[config.mk]
export PLATFORM = sky130hd
export DESIGN_NAME = pipe_hazard_ctrl
export DESIGN_NICKNAME = d
export VERILOG_FILES = /design/src/rtl/pipe_hazard_ctrl.sv
export SDC_FILE = /design/constraint.sdc
export NUM_CORES = 1
export LEC_CHECK = 0
export CORE_UTILIZATION = 48
export CTS_CLUSTER_DIAMETER = 150
export DETAILED_ROUTE_END_ITERATION = 10
export GPL_ROUTABILITY_DRIVEN = 0
export PLACE_DENSITY = 0.85
export SYNTH_ARGS = -nofsm -noshare
export SYNTH_HDL_FRONTEND = slang
export SYNTH_SLANG_ARGS = --single-unit
[constraint.sdc]
create_clock -name clk -period 2.95 [get_ports clk]
set_clock_uncertainty 0.15 [all_clocks]
set_input_delay 0.4425 -clock clk [delete_from_list [all_inputs] [get_ports clk]]
set_output_delay 0.4425 -clock clk [all_outputs]
set_load 0.01 [all_outputs]
[src/rtl/pipe_hazard_ctrl.sv]
// Pipeline hazard controller for a five-stage in-order core.
// Detects load-use and data-memory wait hazards, resolves taken jumps,
// drives the stage-register enables and flushes, and keeps stall/flush
// performance counters plus a sticky memory-timeout flag.
// Outputs are Mealy: combinational from the registered FSM state and the
// current pipeline inputs.

module pipe_hazard_ctrl #(
    parameter int unsigned LOAD_BUBBLES = 1,
    parameter logic [1:0]  LOAD_WBSEL   = 2'b01,
    parameter int unsigned MEM_TIMEOUT  = 255,
    parameter int unsigned CNT_W        = 16
) (
    input  logic             clk,
    input  logic             rst,
    input  logic [4:0]       ID_rs1_id,
    input  logic [4:0]       ID_rs2_id,
    input  logic             ID_use_rs1,
    input  logic             ID_use_rs2,
    input  logic [4:0]       EX_rdst_id,
    input  logic             EX_we_reg,
    input  logic [1:0]       EX_wbsel,
    input  logic             EX_jump_taken,
    input  logic             MEM_dmem_req,
    input  logic             MEM_dmem_ready,
    output logic             pc_we,
    output logic             IFID_we,
    output logic             EXMEM_we,
    output logic             IFID_flush,
    output logic             IDEX_flush,
    output logic [1:0]       ctrl_state,
    output logic             mem_err,
    output logic [CNT_W-1:0] stall_cnt,
    output logic [CNT_W-1:0] flush_cnt
);

    typedef enum logic [1:0] {
        ST_RUN     = 2'd0,
        ST_LDUSE   = 2'd1,
        ST_MEMWAIT = 2'd2
    } state_t;

    // Remaining bubbles after the first one, loaded on entry to LDUSE.
    localparam logic [1:0] BUBBLE_INIT = 2'(LOAD_BUBBLES - 1);
    // Wait-counter value whose increment reaches the timeout.
    localparam logic [7:0] WAIT_LAST   = 8'(MEM_TIMEOUT - 1);
    localparam logic [CNT_W-1:0] CNT_ONE = {{(CNT_W-1){1'b0}}, 1'b1};
    localparam logic [CNT_W-1:0] CNT_MAX = {CNT_W{1'b1}};

    state_t     state_q;
    state_t     state_d;
    logic [1:0] bubble_q;
    logic [1:0] bubble_d;
    logic [7:0] wait_q;
    logic [7:0] wait_d;
    logic       err_set;

    logic       memwait;
    logic       rs1_hit;
    logic       rs2_hit;
    logic       lduse;

    // Pre-reset versions of the control outputs.
    logic       c_pc_we;
    logic       c_ifid_we;
    logic       c_exmem_we;
    logic       c_ifid_flush;
    logic       c_idex_flush;

    // Hazard detection: outstanding memory access and load-use dependency.
    always_comb begin
        memwait = MEM_dmem_req & ~MEM_dmem_ready;
        rs1_hit = ID_use_rs1 & (ID_rs1_id == EX_rdst_id);
        rs2_hit = ID_use_rs2 & (ID_rs2_id == EX_rdst_id);
        lduse   = EX_we_reg & (EX_wbsel == LOAD_WBSEL) &
                  (EX_rdst_id != 5'd0) & (rs1_hit | rs2_hit);
    end

    // Next-state and control-output decode; jump beats load-use because the
    // dependent instruction is being squashed anyway.
    always_comb begin
        state_d      = state_q;
        bubble_d     = bubble_q;
        wait_d       = wait_q;
        err_set      = 1'b0;
        c_pc_we      = 1'b1;
        c_ifid_we    = 1'b1;
        c_exmem_we   = 1'b1;
        c_ifid_flush = 1'b0;
        c_idex_flush = 1'b0;

        case (state_q)
            ST_RUN: begin
                if (memwait) begin
                    c_pc_we    = 1'b0;
                    c_ifid_we  = 1'b0;
                    c_exmem_we = 1'b0;
                    state_d    = ST_MEMWAIT;
                    wait_d     = 8'd1;
                end else if (EX_jump_taken) begin
                    c_ifid_flush = 1'b1;
                    c_idex_flush = 1'b1;
                end else if (lduse) begin
                    c_pc_we      = 1'b0;
                    c_ifid_we    = 1'b0;
                    c_idex_flush = 1'b1;
                    if (LOAD_BUBBLES > 1) begin
                        state_d  = ST_LDUSE;
                        bubble_d = BUBBLE_INIT;
                    end
                end
            end

            ST_LDUSE: begin
                if (memwait) begin
                    c_pc_we    = 1'b0;
                    c_ifid_we  = 1'b0;
                    c_exmem_we = 1'b0;
                end else if (EX_jump_taken) begin
                    c_ifid_flush = 1'b1;
                    c_idex_flush = 1'b1;
                    bubble_d     = 2'd0;
                    state_d      = ST_RUN;
                end else begin
                    c_pc_we      = 1'b0;
                    c_ifid_we    = 1'b0;
                    c_idex_flush = 1'b1;
                    bubble_d     = bubble_q - 2'd1;
                    if (bubble_q <= 2'd1) begin
                        bubble_d = 2'd0;
                        state_d  = ST_RUN;
                    end
                end
            end

            ST_MEMWAIT: begin
                if (!MEM_dmem_ready) begin
                    if (wait_q >= WAIT_LAST) begin
                        err_set = 1'b1;
                        wait_d  = 8'd0;
                        state_d = ST_RUN;
                    end else begin
                        c_pc_we    = 1'b0;
                        c_ifid_we  = 1'b0;
                        c_exmem_we = 1'b0;
                        wait_d     = wait_q + 8'd1;
                    end
                end else begin
                    wait_d  = 8'd0;
                    state_d = ST_RUN;
                    if (EX_jump_taken) begin
                        c_ifid_flush = 1'b1;
                        c_idex_flush = 1'b1;
                    end else if (lduse) begin
                        c_pc_we      = 1'b0;
                        c_ifid_we    = 1'b0;
                        c_idex_flush = 1'b1;
                        if (LOAD_BUBBLES > 1) begin
                            state_d  = ST_LDUSE;
                            bubble_d = BUBBLE_INIT;
                        end
                    end
                end
            end

            default: begin
                state_d  = ST_RUN;
                bubble_d = 2'd0;
                wait_d   = 8'd0;
            end
        endcase
    end

    // Reset holds every stage and flushes IF/ID and ID/EX.
    always_comb begin
        pc_we      = rst ? 1'b0 : c_pc_we;
        IFID_we    = rst ? 1'b0 : c_ifid_we;
        EXMEM_we   = rst ? 1'b0 : c_exmem_we;
        IFID_flush = rst ? 1'b1 : c_ifid_flush;
        IDEX_flush = rst ? 1'b1 : c_idex_flush;
        ctrl_state = state_q;
    end

    // FSM state, bubble/wait counters and the sticky timeout flag.
    always_ff @(posedge clk) begin
        if (rst) begin
            state_q  <= ST_RUN;
            bubble_q <= 2'd0;
            wait_q   <= 8'd0;
            mem_err  <= 1'b0;
        end else begin
            state_q  <= state_d;
            bubble_q <= bubble_d;
            wait_q   <= wait_d;
            mem_err  <= mem_err | err_set;
        end
    end

    // Saturating performance counters for stalled and flushed cycles.
    always_ff @(posedge clk) begin
        if (rst) begin
            stall_cnt <= '0;
            flush_cnt <= '0;
        end else begin
            if (!c_pc_we && (stall_cnt != CNT_MAX)) begin
                stall_cnt <= stall_cnt + CNT_ONE;
            end
            if (c_ifid_flush && (flush_cnt != CNT_MAX)) begin
                flush_cnt <= flush_cnt + CNT_ONE;
            end
        end
    end

endmodule

==> Word-level counts from Yosys, hierarchy flattened <==
Index checks and enable logic that the tools add are counted.
{ "totals": {"inputBits": 25, "elab_cells": 83, "output_inout_bits": 40, "ff_bits": 45} }
{ "op_classes": {"n_eq_ne": 11, "bitwise_logic": 11, "reduce_logical": 10, "muxes": 39, "magnitude_cmp": 2, "n_addsub": 4} }
{ "op_table": {"columns": ["operator", "n"], "rows": [
  ["16-bit by 1-bit adder with 16-bit output, second input constant", 2],
  ["16-bit != test, second input constant", 2],
  ["8-bit two-way mux", 3],
  ["8-bit one-hot mux with 3 select lines", 1],
  ["1-bit two-way mux", 20],
  ["2-bit two-way mux", 9],
  ["5-bit equality test", 2],
  ["8-bit by 1-bit adder with 8-bit output, second input constant", 1],
  ["8-bit >= comparator, second input constant", 1],
  ["1-bit bitwise AND", 6],
  ["3-bit != test, second input constant", 2],
  ["1-bit one-hot mux with 3 select lines", 2],
  ["2-bit one-hot mux with 3 select lines", 1],
  ["5-bit nonzero test", 1],
  ["2-bit by 1-bit equality test with 1-bit output, second input constant", 2],
  ["2-bit != test, second input constant", 2],
  ["1-bit one-hot mux with 2 select lines", 2],
  ["2-bit one-hot mux with 2 select lines", 1],
  ["2-bit AND reduction", 2],
  ["4-bit AND reduction", 1],
  ["2-bit OR reduction", 2],
  ["1-bit NOT", 3],
  ["2-bit equality test, second input constant", 1],
  ["2-bit by 1-bit <= comparator with 1-bit output, second input constant", 1],
  ["other kinds (5)", 7]
]} }

==> Depth between registers and ports, before layout <==
Gate-level depths: netlist of the first run.
{ "depth": {"depth_word": 10, "mapped_depth": 9, "depth_no_buf": 8} }

==> Worst setup path before layout of the first run <==
OpenSTA, ideal clock, no wires.
{ "synth_path": {"path_type": "flip-flop to output port", "from": "reg wait_q[1]", "to": "out pc_we", "arrival_ns": 1.646, "path_slack_ns": 0.712, "n_path_buf": 1, "t_required_ns": 2.358, "stages_incl_launch_ff": 7, "cell_sequence": "dfxtp_1 > ha_1 > o211a_1 > and3_1 > a21oi_1 > a311oi_1 > buf_4"} }
{ "synth_between": {"elab_chain_cells": 5} }
{ "synth_lines": {"columns": ["element", "line_no", "text"], "rows": [
  ["start, declared", "54", "logic [7:0] wait_q;"],
  ["start signal, assigned", "194", "wait_q <= wait_d;"],
  ["8-bit >= comparator", "138", "if (wait_q >= WAIT_LAST) begin"],
  ["1-bit two-way mux (2 in series)", null, null],
  ["1-bit one-hot mux with 3 select lines", null, null],
  ["1-bit two-way mux", null, null],
  ["end, declared", "26", "output logic pc_we,"]
]} }
No other way between the ends.

==> Worst setup path in the final report of the first run <==
{ "layout_path": {"from": "reg wait_q[0]", "to": "out EXMEM_we"} }
{ "layout_between": {"elab_chain_cells": 5} }
{ "layout_lines": {"columns": ["element", "line_no", "text"], "rows": [
  ["8-bit >= comparator", "138", null],
  ["1-bit two-way mux", "138", null],
  ["1-bit two-way mux", "137", "if (!MEM_dmem_ready) begin"],
  ["1-bit one-hot mux with 2 select lines", "92", "case (state_q)"],
  ["1-bit two-way mux", "178", "EXMEM_we = rst ? 1'b0 : c_exmem_we;"],
  ["end, declared", "28", "output logic EXMEM_we,"]
]} }
No other way between the ends.

==> results.json, run 1 <==
{
  "synth_xor_area_frac": 0.0953,
  "syn_inst": 274,
  "pwr-share-clk": 0.436,
  "cts_num_sinks": 42,
  "endpoint_kind": "primary output",
  "start_util": 0.513,
  "num_rows": 24,
  "synth_edf_count": 0,
  "die_area_mm2": 0.00507,
  "routed-via-count": 2277,
  "crit_chain": "inv_1 -> ha_1 -> o211a_1 -> and3_4 -> a21oi_2 -> nor2_1 -> clkdlybuf4s50_1",
  "total_power_mw": 1.30,
  "outcome": "finished, violations left",
  "cp-start-kind": "flop",
  "synth_area_mm2": 0.00230,
  "grt_pass1_wl_um": 9870,
  "post_cts_buffers": 0,
  "cts_tree": "yes",
  "swShare": 0.219,
  "first_global_vias": 2219,
  "grt_use_total": 0.245,
  "critPathArrivalTime_ns": 2.11,
  "io_pins": 65,
  "core_region_area_mm2": 0.00447,
  "slowest_stage": "clkdlybuf4s50_1",
  "fmax_ghz": 0.370,
  "antenna_found_initial": 0,
  "dp.cells": 393,
  "p_comb_frac": 0.117,
  "wl_per_cell_um": 14.7,
  "whs_ns": 0.300,
  "ys_async_sr_fraction": 0,
  "final.setup.tns_ns": 0,
  "synth_seq_cells": 42,
  "min_path_type": "reg2reg",
  "synth_mux_area_frac": 0.0278,
  "clk_pin_slew_ns": 0.08,
  "period_needed_ns": 2.70,
  "cts-buffers-inserted": 5,
  "peakVddDrop_mv": 0.257,
  "io_buffers": 63,
  "die_x_um": 71.2,
  "synth.area.top_cells": "dfxtp_1 (37%), nor2_1 (6.0%), xnor2_1 (5.7%)",
  "synth_top_family_by_area": "simple AND/OR/NAND/NOR gates",
  "p_leak_nw": 1.20,
  "nets": 377,
  "drtIter0Drc": 186,
  "syn_to_final_growth_pct": 39.6,
  "synth_warnings": 0,
  "grt_max_degree": 33,
  "worstMarginPinSlew_ns": 0.695,
  "diodes": 0,
  "synth_cell_types": 52,
  "clock_latency_ns": 0.30,
  "syn_avg_cell_area_um2": 8.38,
  "yosysTopAreaCell": "dfxtp_1",
  "timing.final.ws_setup_ns": 0.245,
  "synth_ff_type": "dfxtp_1",
  "drv_slew": 0,
  "stdcell_count": 401,
  "slew-limit-headroom": 0.537,
  "hold_buffers": 0,
  "layout-drive-gt1-share": 0.132,
  "synthTopCellsByCount": "dfxtp_1 (42), nor2_1 (37), a21oi_1 (21)",
  "cp_slowest_stage_delay_ns": 0.48,
  "overflow": 0,
  "yosys.area_share.simple": 0.320,
  "intPower_mw": 1.02,
  "pwr_density_cell_mw_per_mm2": 406,
  "path_buf_inv": 2,
  "yosysMostFrequentCell": "dfxtp_1",
  "yosysSeqAreaShare": 0.366,
  "pwr-share-seq": 0.447,
  "final-setup-viol-count": 0,
  "synth_fa_ha_area_frac": 0.0218,
  "dr.pass1.iters": 8,
  "ant_nets": 0,
  "violations": "DRC",
  "maxCapViolCount": 0,
  "cp.required_ns": 2.36,
  "dpl.hpwl_um": 4350,
  "clockBufferDepth": 2,
  "detail_route.vias_per_cell": 5.68,
  "die_y_um": 71.2,
  "cp_max_fo": 5,
  "power_switching_mw": 0.286,
  "place_ws_ns": -0.0305,
  "hold_viol": 0,
  "syn_nets": 303,
  "synth_compound_area_frac": 0.132,
  "yosysTopAreaCellShare": 0.366,
  "wl_um": 5880,
  "critPathKind": "reg2out",
  "post-route-period-util": 0.917,
  "cts_root_buf": "clkbuf_8",
  "rsz0062_at_grt": "false",
  "drcViolationCount": 5,
  "cp_top_family": "buffers and inverters",
  "h-tree-depth": 2
}
-- through the flow --
stage | area, µm² | utilization
6_report | 3210 | 0.717
3_3_place_gp | 3030 | 0.678
5_1_grt | 3210 | 0.717
4_1_cts | 3190 | 0.713
2_1_floorplan | 2300 | -
3_5_place_dp | 3030 | 0.678
-- worst paths after layout --
check | slack, ns | depth (start not counted) | start | endpoint
min reg2reg | 0.30 | 2 | mem_err | mem_err
max | 0.25 | 7 | wait_q[0] | EXMEM_we
max reg2reg | 0.42 | 7 | stall_cnt[0] | stall_cnt[11]
min | 0.30 | 2 | mem_err | mem_err
-- layer usage --
layer,GRT usage,part of all wire,vias to the layer above
li1,-,-,1127
met1,0.280,0.43,1075
met2,0.441,0.50,66
met3,0.0584,0.049,9
met4,0.0867,0.012,0
met5,0,0,-
-- worst min-delay path, delay by kind of cell (launching register included) --
family	cells	cell delay [ns]
flip-flops	1	0.31
buffers and inverters	1	0.05
AO/OA/AOI/OAI	1	0.05
-- state kept, by name (all words and copies together), names as in the netlist --
| name | cells |
|---|---|
| ctrl_state | 1 |
| flush_cnt | 16 |
| mem_err | 1 |
| stall_cnt | 16 |
| wait_q | 8 |
-- cell usage in the layout, fill, tap and decap left out, types with 3 or more instances in the layout --
| master | count |
|---|---|
| clkdlybuf4s50_1 | 60 |
| a21oi_1 | 20 |
| nor3_1 | 8 |
| dlymetal6s2s_1 | 3 |
| nand2b_1 | 3 |
| clkbuf_8 | 6 |
| nand3_1 | 17 |
| inv_1 | 5 |
| buf_4 | 14 |
| nand4_1 | 9 |
| o21ai_0 | 10 |
| or3_2 | 4 |
| nand2_1 | 18 |
| o31ai_1 | 3 |
| and4_1 | 4 |
| xnor2_1 | 15 |
| or4_1 | 3 |
| ha_1 | 4 |
| xor2_1 | 10 |
| dfxtp_1 | 40 |
| or3_1 | 4 |
| mux2i_1 | 3 |
| nor2_1 | 37 |
| nor2b_1 | 6 |
-- area by class of cell --
class | instances | area (µm²)
clock buffer | 6 | 82.6
sequential | 42 | 843
multi-input combinational | 217 | 1390
tap | 52 | 65.1
inverter | 5 | 18.8
timing repair buffer | 77 | 743
fill | 355 | 1270
clock inverter | 2 | 60.1
-- repair_timing --
item | 4_1_cts | 5_1_grt
pin swaps | 0 | 2
gates cloned | 0 | 0
endpoints found under the setup margin | 2 | 3
resized for setup | 3 | 6
-- cell families (layout without fill, tap and decap cells) --
family / count (synthesis) / count (layout)
AOI/OAI and AO/OA: 49 / 49
xor gates and xnor gates: 25 / 25
adders and majority gates: 4 / 4
buffers and inverters: 15 / 90
DFF: 42 / 42
muxes: 6 / 6
other: 1 / 1
and+or+nand+nor: 132 / 132
-- power groups by stage --
stage	Clock, mW	Combinational (mW)	Sequential [mW]
2_1_floorplan	0	0.0709	0.596
3_3_place_gp	0	0.146	0.595
5_1_grt	0.594	0.164	0.584
4_1_cts	0.573	0.153	0.582
6_report	0.568	0.153	0.583
3_5_place_dp	0	0.150	0.595
No activity file was read; power rests on OpenSTA's default activity.
==> inputs of run 2 (changes only) <==
Settings changed: CORE_MARGIN from default to 10.
==> results.json, run 2 (synthesis results as in run 1) <==
{
  "slew-limit-headroom": 0.619,
  "die_area_mm2": 0.00795,
  "crit_top_cell": "clkdlybuf4s50_1",
  "dr.pass1.iters": 4,
  "nets": 375,
  "syn_to_final_growth_pct": 37.8,
  "outcome": "finished, final reports clean",
  "min_path_type": "reg2reg",
  "cts-buffers-inserted": 5,
  "final-setup-viol-count": 0,
  "post-route-period-util": 0.958,
  "detail_route.vias_per_cell": 5.57,
  "top_usage_layer": "met2",
  "dp.cells": 391,
  "grt_use_met3": 0.0520,
  "first_global_vias": 2109,
  "wl_per_cell_um": 15.2,
  "core_region_area_mm2": 0.00469,
  "worstMarginPinSlew_ns": 0.566,
  "cp-start-kind": "input port",
  "wl_um": 6090,
  "mostFrequentLayoutCell": "clkdlybuf4s50_1",
  "drv_slew": 0,
  "p_leak_nw": 1.17,
  "pwr_density_cell_mw_per_mm2": 375,
  "peakVddDrop_mv": 0.237,
  "clockBufferDepth": 2,
  "crit_chain": "clkdlybuf4s50_1 -> buf_4 -> xnor2_1 -> nand4_1 -> o22ai_2 -> a31o_2 -> clkdlybuf4s50_1",
  "overflow": 0,
  "drtIter0Drc": 90,
  "hold_buffers": 0,
  "clk_pin_slew_ns": 0.08,
  "fin_util": 0.675,
  "diodes": 0,
  "cp.required_ns": 2.36,
  "antenna_found_initial": 0,
  "r2r_slack_ns": 0.56,
  "io_pins": 65,
  "rsz0062_at_grt": "false",
  "gr-usage-met1": 0.175,
  "clock_latency_ns": 0.30,
  "slowest_stage": "clkdlybuf4s50_1",
  "io_buffers": 63,
  "num_rows": 25,
  "cp_slowest_stage_delay_ns": 0.54,
  "dpl.hpwl_um": 4620,
  "critPathKind": "in2out",
  "period_needed_ns": 2.83,
  "reg_top3": "flush_cnt: 16 flops, stall_cnt: 16 flops, wait_q: 8 flops",
  "cts_tree": "yes",
  "met2_usage": 0.279,
  "grt_use_total": 0.157,
  "cp_max_fo": 2,
  "h-tree-depth": 2,
  "critPathArrivalTime_ns": 2.23,
  "final.setup.tns_ns": 0,
  "routed-via-count": 2235,
  "cts_num_sinks": 42,
  "cts_root_buf": "clkbuf_8",
  "grt_max_degree": 41,
  "endpoint_kind": "primary output",
  "grt_pass1_wl_um": 9970,
  "die_x_um": 89.2,
  "fmax_ghz": 0.354,
  "die_y_um": 89.2,
  "stdcell_count": 401,
  "maxCapViolCount": 0,
  "hold_viol": 0,
  "mostFrequentLayoutCells": "clkdlybuf4s50_1 (61), dfxtp_1 (40), nor2_1 (36)",
  "ant_nets": 0,
  "layout-drive-gt1-share": 0.127,
  "drcViolationCount": 0,
  "start_util": 0.490
}
[run 2: cell types whose count changed in the layout (fill, tap and decap cells not counted), sizes merged]
cell,change
dlymetal6s2s,-1
buf,-2
bufinv,-1
clkdlybuf4s50,+1
clkbuf,+1
[run 2: worst max-delay path: cells and delay by family]
family | cells | cell delay (ns)
buf+inv | 3 | 1.14
compound gates | 2 | 0.37
xor+xnor | 1 | 0.16
simple gates | 1 | 0.13
[run 2: final cells by class]
cell class / count / area (µm²)
clock inverters: 1 / 30.0
fillers: 389 / 1530
repair buffers: 75 / 726
flip-flops and latches: 42 / 843
clock buffers: 7 / 76.3
inverters: 5 / 18.8
multi-input cells: 217 / 1400
well taps: 54 / 67.6
[run 2: worst paths after layout]
kind	from	endpoint	depth (start not counted)
hold reg to reg	mem_err	mem_err	2
setup reg to reg	stall_cnt[0]	stall_cnt[11]	7
hold / removal	mem_err	mem_err	2
setup / recovery	EX_rdst_id[1]	IDEX_flush	7
[run 2: metrics by stage]
| stage | hold slack [ns] | setup WS, ns | cell area, µm² | power [mW] |
|---|---|---|---|---|
| floorplan | 0.320 | 0.712 | 2300 | 0.667 |
| global placement | 0.302 | 0.0543 | 3010 | 0.741 |
| detailed placement | 0.309 | 0.0205 | 3010 | 0.745 |
| CTS | 0.322 | 0.0148 | 3120 | 1.19 |
| global route | 0.336 | 0.0459 | 3170 | 1.24 |
| finish | 0.321 | 0.123 | 3170 | 1.19 |
[run 2: per-layer routing]
metal | vias up | part of all wire
met5 | - | 0
met2 | 55 | 0.51
met4 | 0 | 0.0079
li1 | 1124 | -
met1 | 1051 | 0.41
met3 | 5 | 0.070
[run 2: where the power goes]
group          leakage [nW]  switching, mW  internal, mW
Combinational         0.776         0.0698        0.0846
Sequential            0.340        0.00869         0.574
Clock                0.0524          0.197         0.253
[run 2: timing repair]
action | 4_1_cts | 5_1_grt
buffers inserted | 0 | 2
endpoints found under the setup margin | 2 | 3
pin swaps | 0 | 2
resized for setup | 1 | 9
